[src/rtl/morse_rx.sv]
// morse_rx: samples a keyed pin, measures mark/space runs in Morse units,
// decodes letters. Optional MORSE_RX_GLITCH_FILTER_EN debounces the input.
module morse_rx #(
  parameter int UNIT_CYCLES = 2097152,
  parameter int MAX_ELEMS   = 6
) (
  input  logic                 CLK,
  input  logic                 RST,
  input  logic                 PIN_IN,
  output logic                 SYM_VALID,
  output logic [MAX_ELEMS-1:0] SYM_BITS,
  output logic [2:0]           SYM_LEN,
  output logic                 WORD_VALID,
  output logic                 ERR
);

  localparam int CW = $clog2(5*UNIT_CYCLES+1);
  localparam logic [CW-1:0] T5   = CW'(5*UNIT_CYCLES);
  localparam logic [CW-1:0] T2M1 = CW'(2*UNIT_CYCLES-1);
  localparam logic [CW-1:0] T5M1 = CW'(5*UNIT_CYCLES-1);

  typedef enum logic [2:0] {
    IDLE, MARK, LONG, SPACE, GAP
  } state_t;

  logic sync1_q, sync2_q;
  logic lvl_q, lvl_d;
  logic edge_det, rise, fall;

  // Level regs reset high so a mark held across reset never looks like a rise.
  always_ff @(posedge CLK or posedge RST) begin
    if (RST) begin
      sync1_q <= 1'b1;
      sync2_q <= 1'b1;
      lvl_q   <= 1'b1;
    end else begin
      sync1_q <= PIN_IN;
      sync2_q <= sync1_q;
      lvl_q   <= lvl_d;
    end
  end

`ifdef MORSE_RX_GLITCH_FILTER_EN
  localparam int FLT = (UNIT_CYCLES/8 < 1) ? 1 : UNIT_CYCLES/8;
  localparam int FW  = $clog2(FLT+1);

  logic [FW-1:0] flt_q, flt_d;

  always_comb begin
    flt_d    = '0;
    lvl_d    = lvl_q;
    edge_det = 1'b0;
    if (sync2_q != lvl_q) begin
      if (flt_q == FW'(FLT)) begin
        edge_det = 1'b1;
        lvl_d    = sync2_q;
      end else begin
        flt_d = flt_q + FW'(1);
      end
    end
  end

  always_ff @(posedge CLK or posedge RST) begin
    if (RST) flt_q <= '0;
    else     flt_q <= flt_d;
  end
`else
  always_comb begin
    lvl_d    = sync2_q;
    edge_det = sync2_q ^ lvl_q;
  end
`endif

  assign rise = edge_det & lvl_d;
  assign fall = edge_det & ~lvl_d;

  state_t               state_q, state_d;
  logic [CW-1:0]        count_q, count_d;
  logic [MAX_ELEMS-1:0] bits_q, bits_d;
  logic [2:0]           len_q, len_d;
  logic                 ovf_q, ovf_d;
  logic                 sym_valid_q, sym_valid_d;
  logic [MAX_ELEMS-1:0] sym_bits_q, sym_bits_d;
  logic [2:0]           sym_len_q, sym_len_d;
  logic                 word_valid_q, word_valid_d;
  logic                 err_q, err_d;
  logic                 at2, at5, is_dash;

  always_comb begin
    if (edge_det)          count_d = '0;
    else if (count_q == T5) count_d = count_q;
    else                   count_d = count_q + CW'(1);

    state_d      = state_q;
    bits_d       = bits_q;
    len_d        = len_q;
    ovf_d        = ovf_q;
    sym_valid_d  = 1'b0;
    sym_bits_d   = sym_bits_q;
    sym_len_d    = sym_len_q;
    word_valid_d = 1'b0;
    err_d        = 1'b0;
    at2          = (count_q == T2M1);
    at5          = (count_q == T5M1);
    is_dash      = (count_q >= T2M1);

    unique case (state_q)
      IDLE: begin
        if (rise) state_d = MARK;
      end
      MARK: begin
        if (at5) begin
          err_d   = 1'b1;
          bits_d  = '0;
          len_d   = '0;
          ovf_d   = 1'b0;
          state_d = fall ? IDLE : LONG;
        end else if (fall) begin
          if (len_q == 3'(MAX_ELEMS)) begin
            ovf_d = 1'b1;
          end else begin
            for (int i = 0; i < MAX_ELEMS; i++)
              if (len_q == 3'(i)) bits_d[i] = is_dash;
            len_d = len_q + 3'd1;
          end
          state_d = SPACE;
        end
      end
      LONG: begin
        if (fall) state_d = IDLE;
      end
      SPACE: begin
        // Letter end wins over a rise landing on the same cycle.
        if (at2) begin
          if (ovf_q) begin
            err_d = 1'b1;
          end else begin
            sym_valid_d = 1'b1;
            sym_bits_d  = bits_q;
            sym_len_d   = len_q;
          end
          bits_d  = '0;
          len_d   = '0;
          ovf_d   = 1'b0;
          state_d = rise ? MARK : GAP;
        end else if (rise) begin
          state_d = MARK;
        end
      end
      GAP: begin
        if (at5) word_valid_d = 1'b1;
        if (rise)     state_d = MARK;
        else if (at5) state_d = IDLE;
      end
      default: state_d = IDLE;
    endcase
  end

  always_ff @(posedge CLK or posedge RST) begin
    if (RST) begin
      state_q      <= IDLE;
      count_q      <= '0;
      bits_q       <= '0;
      len_q        <= '0;
      ovf_q        <= 1'b0;
      sym_valid_q  <= 1'b0;
      sym_bits_q   <= '0;
      sym_len_q    <= '0;
      word_valid_q <= 1'b0;
      err_q        <= 1'b0;
    end else begin
      state_q      <= state_d;
      count_q      <= count_d;
      bits_q       <= bits_d;
      len_q        <= len_d;
      ovf_q        <= ovf_d;
      sym_valid_q  <= sym_valid_d;
      sym_bits_q   <= sym_bits_d;
      sym_len_q    <= sym_len_d;
      word_valid_q <= word_valid_d;
      err_q        <= err_d;
    end
  end

  assign SYM_VALID  = sym_valid_q;
  assign SYM_BITS   = sym_bits_q;
  assign SYM_LEN    = sym_len_q;
  assign WORD_VALID = word_valid_q;
  assign ERR        = err_q;

endmodule

[config.mk]
export PLATFORM = sky130hd
export DESIGN_NAME = morse_rx
export DESIGN_NICKNAME = d
export VERILOG_FILES = /design/src/rtl/morse_rx.sv
export SDC_FILE = /design/constraint.sdc
export NUM_CORES = 1
export LEC_CHECK = 0
export BUFFER_PORTS_ARGS = -buffer_cell sky130_fd_sc_hd__buf_2
export CORE_ASPECT_RATIO = 0.8
export CORE_UTILIZATION = 61
export CTS_CLUSTER_SIZE = 12
export DETAILED_ROUTE_END_ITERATION = 8
export PLACE_DENSITY = 0.86
export SETUP_SLACK_MARGIN = 0.02
export SYNTH_ARGS = -nofsm -noshare
export SYNTH_HDL_FRONTEND = slang
export SYNTH_SLANG_ARGS = --single-unit
[constraint.sdc]
create_clock -name CLK -period 2.3 [get_ports CLK]
set_input_delay 0.115 -clock CLK [delete_from_list [all_inputs] [get_ports CLK]]
set_output_delay 0.115 -clock CLK [all_outputs]
set_load 0.1 [all_outputs]
==> impl_metrics.xml, run 1 <==
<?xml version="1.0" encoding="UTF-8"?>
<metrics>
  <group name="outcome">
    <metric name="status" unit="">complete, no violations</metric>
  </group>
  <group name="worst_setup_path">
    <metric name="worst_r2r_endpoint" unit="">SYM_BITS[5]</metric>
    <metric name="critical_path.max_fanout" unit="">9</metric>
    <metric name="critical_path.startpoint_type" unit="">flip-flop</metric>
    <metric name="data_arrival_time_of_the_critical_path" unit="ns">2.39</metric>
    <metric name="cp_data_required_time" unit="ns">2.50</metric>
    <metric name="rr_startpoint" unit="">count_q[1]</metric>
    <metric name="startpoint" unit="">count_q[1]</metric>
    <metric name="reg2regPathDepth" unit="">7</metric>
    <metric name="ff2ff_setup_slack" unit="ns">0.11</metric>
    <metric name="setup.worst_path.class" unit="">reg2reg</metric>
    <metric name="critical_path.endpoint_type" unit="">flip-flop</metric>
    <metric name="crit_path_end" unit="">SYM_BITS[5]</metric>
  </group>
  <group name="route">
    <metric name="detailroute.via_count" unit="">2028</metric>
    <metric name="detailedRoute.firstIterationViolations" unit="">169</metric>
    <metric name="drt_wl_total" unit="microns">5530</metric>
    <metric name="wl_per_cell" unit="microns">15.8</metric>
    <metric name="drt_first_pass_iters" unit="">4</metric>
    <metric name="drt-vias-per-instance" unit="">5.79</metric>
    <metric name="drt_drc_violations_left" unit="">0</metric>
    <metric name="antenna_left" unit="">0</metric>
  </group>
  <group name="clock_network">
    <metric name="clk_root_buffer_cell" unit="">clkbuf_8</metric>
    <metric name="cts_tree" unit="">built</metric>
    <metric name="cts-htree-levels" unit="">2</metric>
    <metric name="tritoncts.num_buffers" unit="">5</metric>
    <metric name="ctsLongestPathBuffers" unit="">2</metric>
    <metric name="cts_num_sinks" unit="">52</metric>
    <metric name="clk_pin_slew_worst_paths" unit="ns">0.08</metric>
    <metric name="clock_insertion_delay_worst_skew" unit="ns">0.31</metric>
  </group>
  <group name="placed_design">
    <metric name="dpl.hpwl" unit="microns">3880</metric>
    <metric name="port_buffers" unit="">14</metric>
    <metric name="postPlaceCellArea" unit="sq um">3030</metric>
    <metric name="routabilityCongestion" unit="">0.812</metric>
  </group>
  <group name="flow_run">
    <metric name="drv_cap" unit="">0</metric>
  </group>
  <group name="floorplan">
    <metric name="number_of_placed_i_o_pins" unit="">15</metric>
    <metric name="fp.dieH" unit="microns">63.0</metric>
    <metric name="core_area" unit="sq um">4310</metric>
    <metric name="num_rows" unit="">21</metric>
    <metric name="floorplan.initialDensity" unit="%">65.7</metric>
    <metric name="die_width" unit="microns">78.2</metric>
    <metric name="die-area" unit="sq um">4920</metric>
  </group>
  <group name="final_layout">
    <metric name="layout.cells.most_common" unit="">dfrtp_1</metric>
    <metric name="share_of_layout_cells_above_drive_strength_1" unit="%">24.9</metric>
    <metric name="num-fill-cells" unit="">294</metric>
    <metric name="antenna_cells" unit="">0</metric>
    <metric name="layout.cells.most_common_list" unit="">dfrtp_1 (48), and2_1 (21), nand2_1 (16), buf_4 (16)</metric>
    <metric name="nets" unit="">304</metric>
    <metric name="stdcell_area" unit="sq um">3180</metric>
    <metric name="postLayoutCoreUtil" unit="%">73.9</metric>
    <metric name="layout_area_overhead" unit="%">12.4</metric>
  </group>
  <group name="logic_synthesis">
    <metric name="yosysWarnings" unit="">0</metric>
    <metric name="yosysSeqAreaShare" unit="%">46.1</metric>
    <metric name="synth_cell_type_count" unit="">54</metric>
    <metric name="syn-instance-count" unit="">263</metric>
    <metric name="synth.avg_cell_area" unit="sq um">10.8</metric>
    <metric name="syn_area" unit="sq um">2830</metric>
    <metric name="ys_ff_latch" unit="">52</metric>
    <metric name="syn-num-nets" unit="">275</metric>
  </group>
  <group name="power">
    <metric name="swShare" unit="%">30.9</metric>
    <metric name="power_leakage" unit="uW">0.00154</metric>
    <metric name="p_int" unit="uW">1520</metric>
    <metric name="switchingPower" unit="uW">679</metric>
    <metric name="pwr-share-seq" unit="%">48.2</metric>
    <metric name="pwr-share-comb" unit="%">23.9</metric>
    <metric name="power.clock.fraction" unit="%">27.9</metric>
    <metric name="power.density_cell_area" unit="nW/um^2">691</metric>
    <metric name="ir_drop" unit="mV">0.411</metric>
  </group>
  <group name="global_routing">
    <metric name="overflow" unit="">0</metric>
    <metric name="groute.usage.overall" unit="%">25.7</metric>
    <metric name="grt_pass1_wl" unit="microns">9530</metric>
    <metric name="initial_antenna_violation_count" unit="">0</metric>
    <metric name="grt_start_max_net_pins" unit="">39</metric>
    <metric name="grt_pass1_vias" unit="">1891</metric>
  </group>
  <group name="timing">
    <metric name="slew_headroom" unit="%">49.6</metric>
    <metric name="final-max-slew-violation-count" unit="">0</metric>
    <metric name="grt_setup_unrepaired" unit="">no</metric>
    <metric name="fin_skew" unit="ns">0.00998</metric>
    <metric name="final.setup.tns" unit="ns">0</metric>
    <metric name="finalHoldViolCount" unit="">0</metric>
    <metric name="timing.hold.ws" unit="ns">0.362</metric>
    <metric name="report.final.setup_viol" unit="">0</metric>
    <metric name="period_minus_slack" unit="ns">2.19</metric>
    <metric name="worst-slew-pin-transition" unit="ns">0.755</metric>
    <metric name="fmax" unit="MHz">456</metric>
    <metric name="finalCritPeriodShare" unit="%">95.3</metric>
  </group>
  <group name="hold_path">
    <metric name="timing.hold.worst.class" unit="">reg2reg</metric>
  </group>
</metrics>
-- worst min path at each step --
stage / from / to / slack [ns] / cells past startpoint
after floorplan: PIN_IN / sync1_q / 0.12 / 0
after global placement: PIN_IN / sync1_q / 0.22 / 1
after detailed placement: PIN_IN / sync1_q / 0.22 / 1
after CTS: sync1_q / lvl_d / 0.37 / 0
after global routing: sync1_q / lvl_d / 0.37 / 0
final: sync1_q / lvl_d / 0.36 / 0
-- cell usage after synthesis (all sizes together) --
master   instances  area share (%)
dfrtp           49              43
mux2            17             8.0
xnor2           12             3.7
a21o             1            0.27
o21a             1            0.27
a211oi           2            0.53
nand4b           1            0.31
and2            22             4.9
mux2i            3             1.1
nand2           16             2.1
nor3             9             2.5
clkbuf           6            0.79
buf              4             1.0
and4             1            0.31
nand4bb          1            0.40
a21boi           3            0.79
dfstp            3             2.8
o31ai            1            0.27
nor3b            1            0.27
a2bb2oi          1            0.31
or4              1            0.27
a21oi            8             1.4
ha               9             4.0
nor2b            6             1.3
nand3           16             3.4
or2              2            0.44
nand4            6             2.1
nand2b           1            0.22
nor2            11             1.5
or3              3            0.66
a32oi            1            0.31
o211ai           1            0.27
and3             3            0.66
xor2             8             2.5
nor4             8             3.0
a31oi            2            0.44
nor4b            1            0.31
o21ai            9             1.6
inv             13             1.7
-- per-layer routing --
metal  global-route usage (%)  routed length (microns)  vias up
li1                         -                        -      969
met1                     40.7                     2740      983
met2                     33.6                     2400       68
met3                     6.42                      293        8
met4                     9.03                       97        0
met5                        0                        0        -
-- kinds of logic after synthesis --
logic type,count (synthesis),share of synthesized area [%]
multiplexers,20,9.01
buffers and inverters,23,3.53
XOR/XNOR,20,6.18
adder cells (fa/ha/maj),9,3.98
AO/OA/AOI/OAI,30,6.45
flip-flops,52,46.1
AND/OR/NAND/NOR,109,24.8
-- stage by stage --
stage	power, uW	cells	setup slack, ns
after global routing	2330	350	0.0201
after floorplan	1420	263	0.370
final	2200	350	0.107
after detailed placement	1570	338	0.0160
after global placement	1540	338	0.160
after CTS	2190	348	0.0637
-- critical path, stage by stage, from the launching register on --
cell	delay [ns]
dfrtp_1	0.42
ha_1	0.23
nand2_1	0.14
nor3_4	0.30
nand3_2	0.16
or3_1	0.33
buf_4	0.20
mux2_4	0.31
-- final cells by class --
type / count / area, sq um / share of cell area (%)
Tap cell: 57 / 71.3 / 2.24
Sequential cell: 52 / 1310 / 41.0
Multi-Input combinational cell: 188 / 1440 / 45.2
Clock buffer: 6 / 72.6 / 2.28
Inverter: 13 / 48.8 / 1.53
Timing Repair Buffer: 32 / 210 / 6.60
Clock inverter: 2 / 35.0 / 1.10
-- state kept, by name, summed over array words and instances (netlist names), 3 cells and up --
name      cells
count_q      24
SYM_BITS      6
state_q       3
SYM_LEN       3
len_q         3
bits_q        6
-- power by group through the flow --
| stage | logic [uW] | clock network, uW | registers [uW] |
|---|---|---|---|
| finish | 524 | 614 | 1060 |
| global route | 592 | 668 | 1070 |
| CTS | 512 | 631 | 1050 |
| detailed placement | 503 | 0 | 1070 |
| global placement | 480 | 0 | 1060 |
| floorplan | 389 | 0 | 1040 |
-- timing repair --
action / CTS / global route
resized for setup: 1 / 2
setup buffers: 0 / 2
pin swaps: 0 / 1
endpoints found under the hold margin: 34 / 0
hold buffers: 2 / 0
setup endpoints to repair: 6 / 15
(Power assumes the default switching activity.)
==> inputs of run 2 (changes only) <==
--- a/config.mk
+++ b/config.mk
@@ -5,12 +5,13 @@
 export SDC_FILE = /design/constraint.sdc
 export NUM_CORES = 1
 export LEC_CHECK = 0
+export ABC_AREA = 1
 export BUFFER_PORTS_ARGS = -buffer_cell sky130_fd_sc_hd__buf_2
 export CORE_ASPECT_RATIO = 0.8
 export CORE_UTILIZATION = 61
 export CTS_CLUSTER_SIZE = 12
 export DETAILED_ROUTE_END_ITERATION = 8
-export PLACE_DENSITY = 0.86
+export PLACE_DENSITY = 0.85
 export SETUP_SLACK_MARGIN = 0.02
 export SYNTH_ARGS = -nofsm -noshare
 export SYNTH_HDL_FRONTEND = slang
==> run 2 against run 1 <==
Fmax is 12% higher. Cell area is 1.4% lower. Global-route usage rose by 1.8 points. Die area grew 1.9%. Worst setup slack gained 0.23 ns. Highest routed layer unchanged. Synthesized cell count is 40% higher. Clock power decreased by 9.0%. Largest cell class unchanged. Largest power group unchanged. Critical path depth is 4 higher. First-iteration DRC count is 51% higher. Flip-flop and latch count unchanged.
==> impl_metrics.xml, run 2 <==
<?xml version="1.0" encoding="UTF-8"?>
<metrics>
  <group name="outcome">
    <metric name="status" unit="">complete, no violations</metric>
  </group>
  <group name="logic_synthesis">
    <metric name="yosysWarnings" unit="">0</metric>
    <metric name="syn_area" unit="sq um">2890</metric>
    <metric name="synth-edff-count" unit="">0</metric>
    <metric name="synth_cell_type_count" unit="">30</metric>
    <metric name="post_synth_most_frequent_cells" unit="">nand2_1 (83), dfrtp_1 (49), inv_1 (49)</metric>
    <metric name="synth.area.top_cells" unit="">dfrtp_1 (42%), nand2_1 (11%), inv_1 (6.4%)</metric>
    <metric name="ys_ff_latch" unit="">52</metric>
    <metric name="syn-num-nets" unit="">381</metric>
    <metric name="synthMostInstantiatedCell" unit="">nand2_1</metric>
    <metric name="syn-instance-count" unit="">369</metric>
    <metric name="postSynth.asyncResetShare" unit="%">100</metric>
    <metric name="synth.avg_cell_area" unit="sq um">7.83</metric>
    <metric name="synth_flop_cell" unit="">dfrtp_1</metric>
    <metric name="yosysSeqAreaShare" unit="%">45.2</metric>
    <metric name="synthDominantAreaCellType" unit="">dfrtp_1</metric>
    <metric name="synth_largest_type_area_fraction" unit="%">42.5</metric>
  </group>
  <group name="final_layout">
    <metric name="nets" unit="">402</metric>
    <metric name="fin_cells" unit="">448</metric>
    <metric name="top_register" unit="">count_q</metric>
    <metric name="layout.cells.most_common" unit="">nand2_1</metric>
    <metric name="share_of_layout_cells_above_drive_strength_1" unit="%">13.8</metric>
    <metric name="largest_register_ff_count" unit="">24</metric>
    <metric name="layout.cells.most_common_list" unit="">nand2_1 (83), dfrtp_1 (49), inv_1 (48)</metric>
    <metric name="num-fill-cells" unit="">349</metric>
    <metric name="antenna_cells" unit="">0</metric>
    <metric name="layout_area_overhead" unit="%">8.71</metric>
  </group>
  <group name="global_routing">
    <metric name="grt_start_max_net_pins" unit="">24</metric>
    <metric name="overflow" unit="">0</metric>
    <metric name="grt_pass1_wl" unit="microns">10700</metric>
    <metric name="groute.usage.overall" unit="%">27.5</metric>
    <metric name="grt_pass1_vias" unit="">2314</metric>
    <metric name="initial_antenna_violation_count" unit="">0</metric>
  </group>
  <group name="route">
    <metric name="wl_per_cell" unit="microns">13.9</metric>
    <metric name="drt_first_pass_iters" unit="">5</metric>
    <metric name="drt_wl_total" unit="microns">6210</metric>
    <metric name="detailroute.via_count" unit="">2537</metric>
    <metric name="antenna_left" unit="">0</metric>
    <metric name="drt-vias-per-instance" unit="">5.66</metric>
    <metric name="detailedRoute.firstIterationViolations" unit="">255</metric>
    <metric name="drt_drc_violations_left" unit="">0</metric>
  </group>
  <group name="timing">
    <metric name="report.final.setup_viol" unit="">0</metric>
    <metric name="worst-slew-pin-transition" unit="ns">0.641</metric>
    <metric name="period_minus_slack" unit="ns">1.96</metric>
    <metric name="grt_setup_unrepaired" unit="">no</metric>
    <metric name="fin_skew" unit="ns">0.0146</metric>
    <metric name="slew_headroom" unit="%">57.0</metric>
    <metric name="fmax" unit="MHz">510</metric>
    <metric name="final-max-slew-violation-count" unit="">0</metric>
    <metric name="final.setup.worst_slack" unit="ns">0.338</metric>
    <metric name="finalHoldViolCount" unit="">0</metric>
    <metric name="finalCritPeriodShare" unit="%">85.3</metric>
    <metric name="final.setup.tns" unit="ns">0</metric>
  </group>
  <group name="clock_network">
    <metric name="cts-htree-levels" unit="">2</metric>
    <metric name="cts_num_sinks" unit="">52</metric>
    <metric name="post-cts-setup-buffers" unit="">0</metric>
    <metric name="ctsLongestPathBuffers" unit="">2</metric>
    <metric name="clk_root_buffer_cell" unit="">clkbuf_8</metric>
    <metric name="clk_pin_slew_worst_paths" unit="ns">0.11</metric>
    <metric name="tritoncts.num_buffers" unit="">5</metric>
    <metric name="clock_insertion_delay_worst_skew" unit="ns">0.32</metric>
    <metric name="cts_tree" unit="">built</metric>
  </group>
  <group name="placed_design">
    <metric name="dpl.hpwl" unit="microns">4640</metric>
    <metric name="dp.cells" unit="">438</metric>
    <metric name="routabilityCongestion" unit="">0.952</metric>
    <metric name="port_buffers" unit="">14</metric>
    <metric name="preCtsSetupSlack" unit="ns">0.373</metric>
  </group>
  <group name="worst_setup_path">
    <metric name="crit_path_cell_trace" unit="">ha_1, nand2_1, nor2_2, nand2_4, nor2_8, nand2_4, nand2_2, nand2_2, nor2_4, nand3_1, nand2_1</metric>
    <metric name="critical_path.max_fanout" unit="">15</metric>
    <metric name="critical_path.startpoint_type" unit="">flip-flop</metric>
    <metric name="critical_path.endpoint_type" unit="">flip-flop</metric>
    <metric name="critical_path.top_delay_family" unit="">simple AND/OR/NAND/NOR gates</metric>
    <metric name="data_arrival_time_of_the_critical_path" unit="ns">2.22</metric>
    <metric name="cp_data_required_time" unit="ns">2.56</metric>
    <metric name="setup.worst_path.class" unit="">reg2reg</metric>
    <metric name="cell_with_the_biggest_individual_delay_on_the_critical_path" unit="">dfrtp_1</metric>
    <metric name="worstPathBufferInverterCount" unit="">0</metric>
    <metric name="max_stage_delay" unit="ns">0.40</metric>
  </group>
  <group name="floorplan">
    <metric name="core_area" unit="sq um">4360</metric>
    <metric name="die-area" unit="sq um">5010</metric>
    <metric name="num_rows" unit="">21</metric>
    <metric name="number_of_placed_i_o_pins" unit="">15</metric>
    <metric name="floorplan.initialDensity" unit="%">66.2</metric>
    <metric name="die_width" unit="microns">78.9</metric>
    <metric name="fp.dieH" unit="microns">63.5</metric>
  </group>
  <group name="hold_path">
    <metric name="timing.hold.worst.class" unit="">in2async</metric>
  </group>
  <group name="flow_run">
    <metric name="drv_cap" unit="">0</metric>
  </group>
  <group name="power">
    <metric name="power_leakage" unit="uW">0.00159</metric>
    <metric name="ir_drop" unit="mV">0.802</metric>
    <metric name="power.density_cell_area" unit="nW/um^2">733</metric>
    <metric name="total_power" unit="uW">2300</metric>
  </group>
</metrics>
-- run 2: per-stage QoR --
| stage | util, % | cell area [sq um] | hold WS, ns |
|---|---|---|---|
| CTS | 72.0 | 3140 | 0.370 |
| floorplan | - | 2890 | 0.119 |
| global route | 72.0 | 3140 | 0.376 |
| detailed placement | 69.3 | 3020 | 0.180 |
| finish | 72.0 | 3140 | 0.347 |
| global placement | 69.3 | 3020 | 0.171 |
-- run 2: path summary, 6_finish.rpt --
check                            from          end  depth (start not counted)  slack, ns
setup / recovery           count_q[0]    bits_q[2]                         11       0.34
max in group asynchronous         RST        lvl_d                          4       1.28
min in group CLK              sync1_q        lvl_d                          0       0.37
setup reg to reg           count_q[0]    bits_q[2]                         11       0.34
hold reg to reg               sync1_q        lvl_d                          0       0.37
hold / removal                    RST  count_q[23]                          3       0.35
-- run 2: routing by layer --
layer / global-route usage, % / up-vias / part of all wire [%]
li1: - / 1262 / -
met3: 6.67 / 5 / 8.3
met5: 0 / - / 0
met2: 38.6 / 109 / 41
met1: 42.0 / 1161 / 50
met4: 7.50 / 0 / 0.74
-- run 2: area by class of cell --
cell class | count | area (sq um) | area share [%]
Multi-Input combinational cell | 258 | 1350 | 43.0
Tap cell | 57 | 71.3 | 2.27
Timing Repair Buffer | 19 | 113 | 3.59
Clock buffer | 5 | 68.8 | 2.19
Clock inverter | 3 | 27.5 | 0.877
Inverter | 54 | 203 | 6.46
Sequential cell | 52 | 1310 | 41.6
-- run 2: cell families (layout without fill, tap and decap cells) --
group	Yosys count	after routing	synth area share [%]
compound gates	48	48	8.54
fa+ha+maj	9	9	3.90
buf+inv	59	81	8.02
flops	52	52	45.2
simple gates	201	201	34.4
-- run 2: power by group --
| part | leakage, uW | switching, uW | total, uW | internal [uW] |
|---|---|---|---|---|
| Sequential | 0.000704 | 49.2 | 1030 | 978 |
| Clock | 0.0000463 | 335 | 559 | 224 |
| Combinational | 0.000845 | 483 | 714 | 231 |
| Total | 0.00159 | 867 | 2300 | 1430 |
-- run 2: worst reg2reg max path: stages (launching register included) --
cell	delay [ns]
dfrtp_1	0.40
ha_1	0.17
nand2_1	0.09
nor2_2	0.18
nand2_4	0.11
nor2_8	0.17
nand2_4	0.14
nand2_2	0.11
nand2_2	0.08
nor2_4	0.25
nand3_1	0.14
nand2_1	0.08
-- run 2: what timing repair did --
action                                 in CTS  in global routing
endpoints found under the hold margin      22                  0
setup endpoints to repair                   0                  0
hold buffers                                2                  0
gates resized for setup                     0                  0
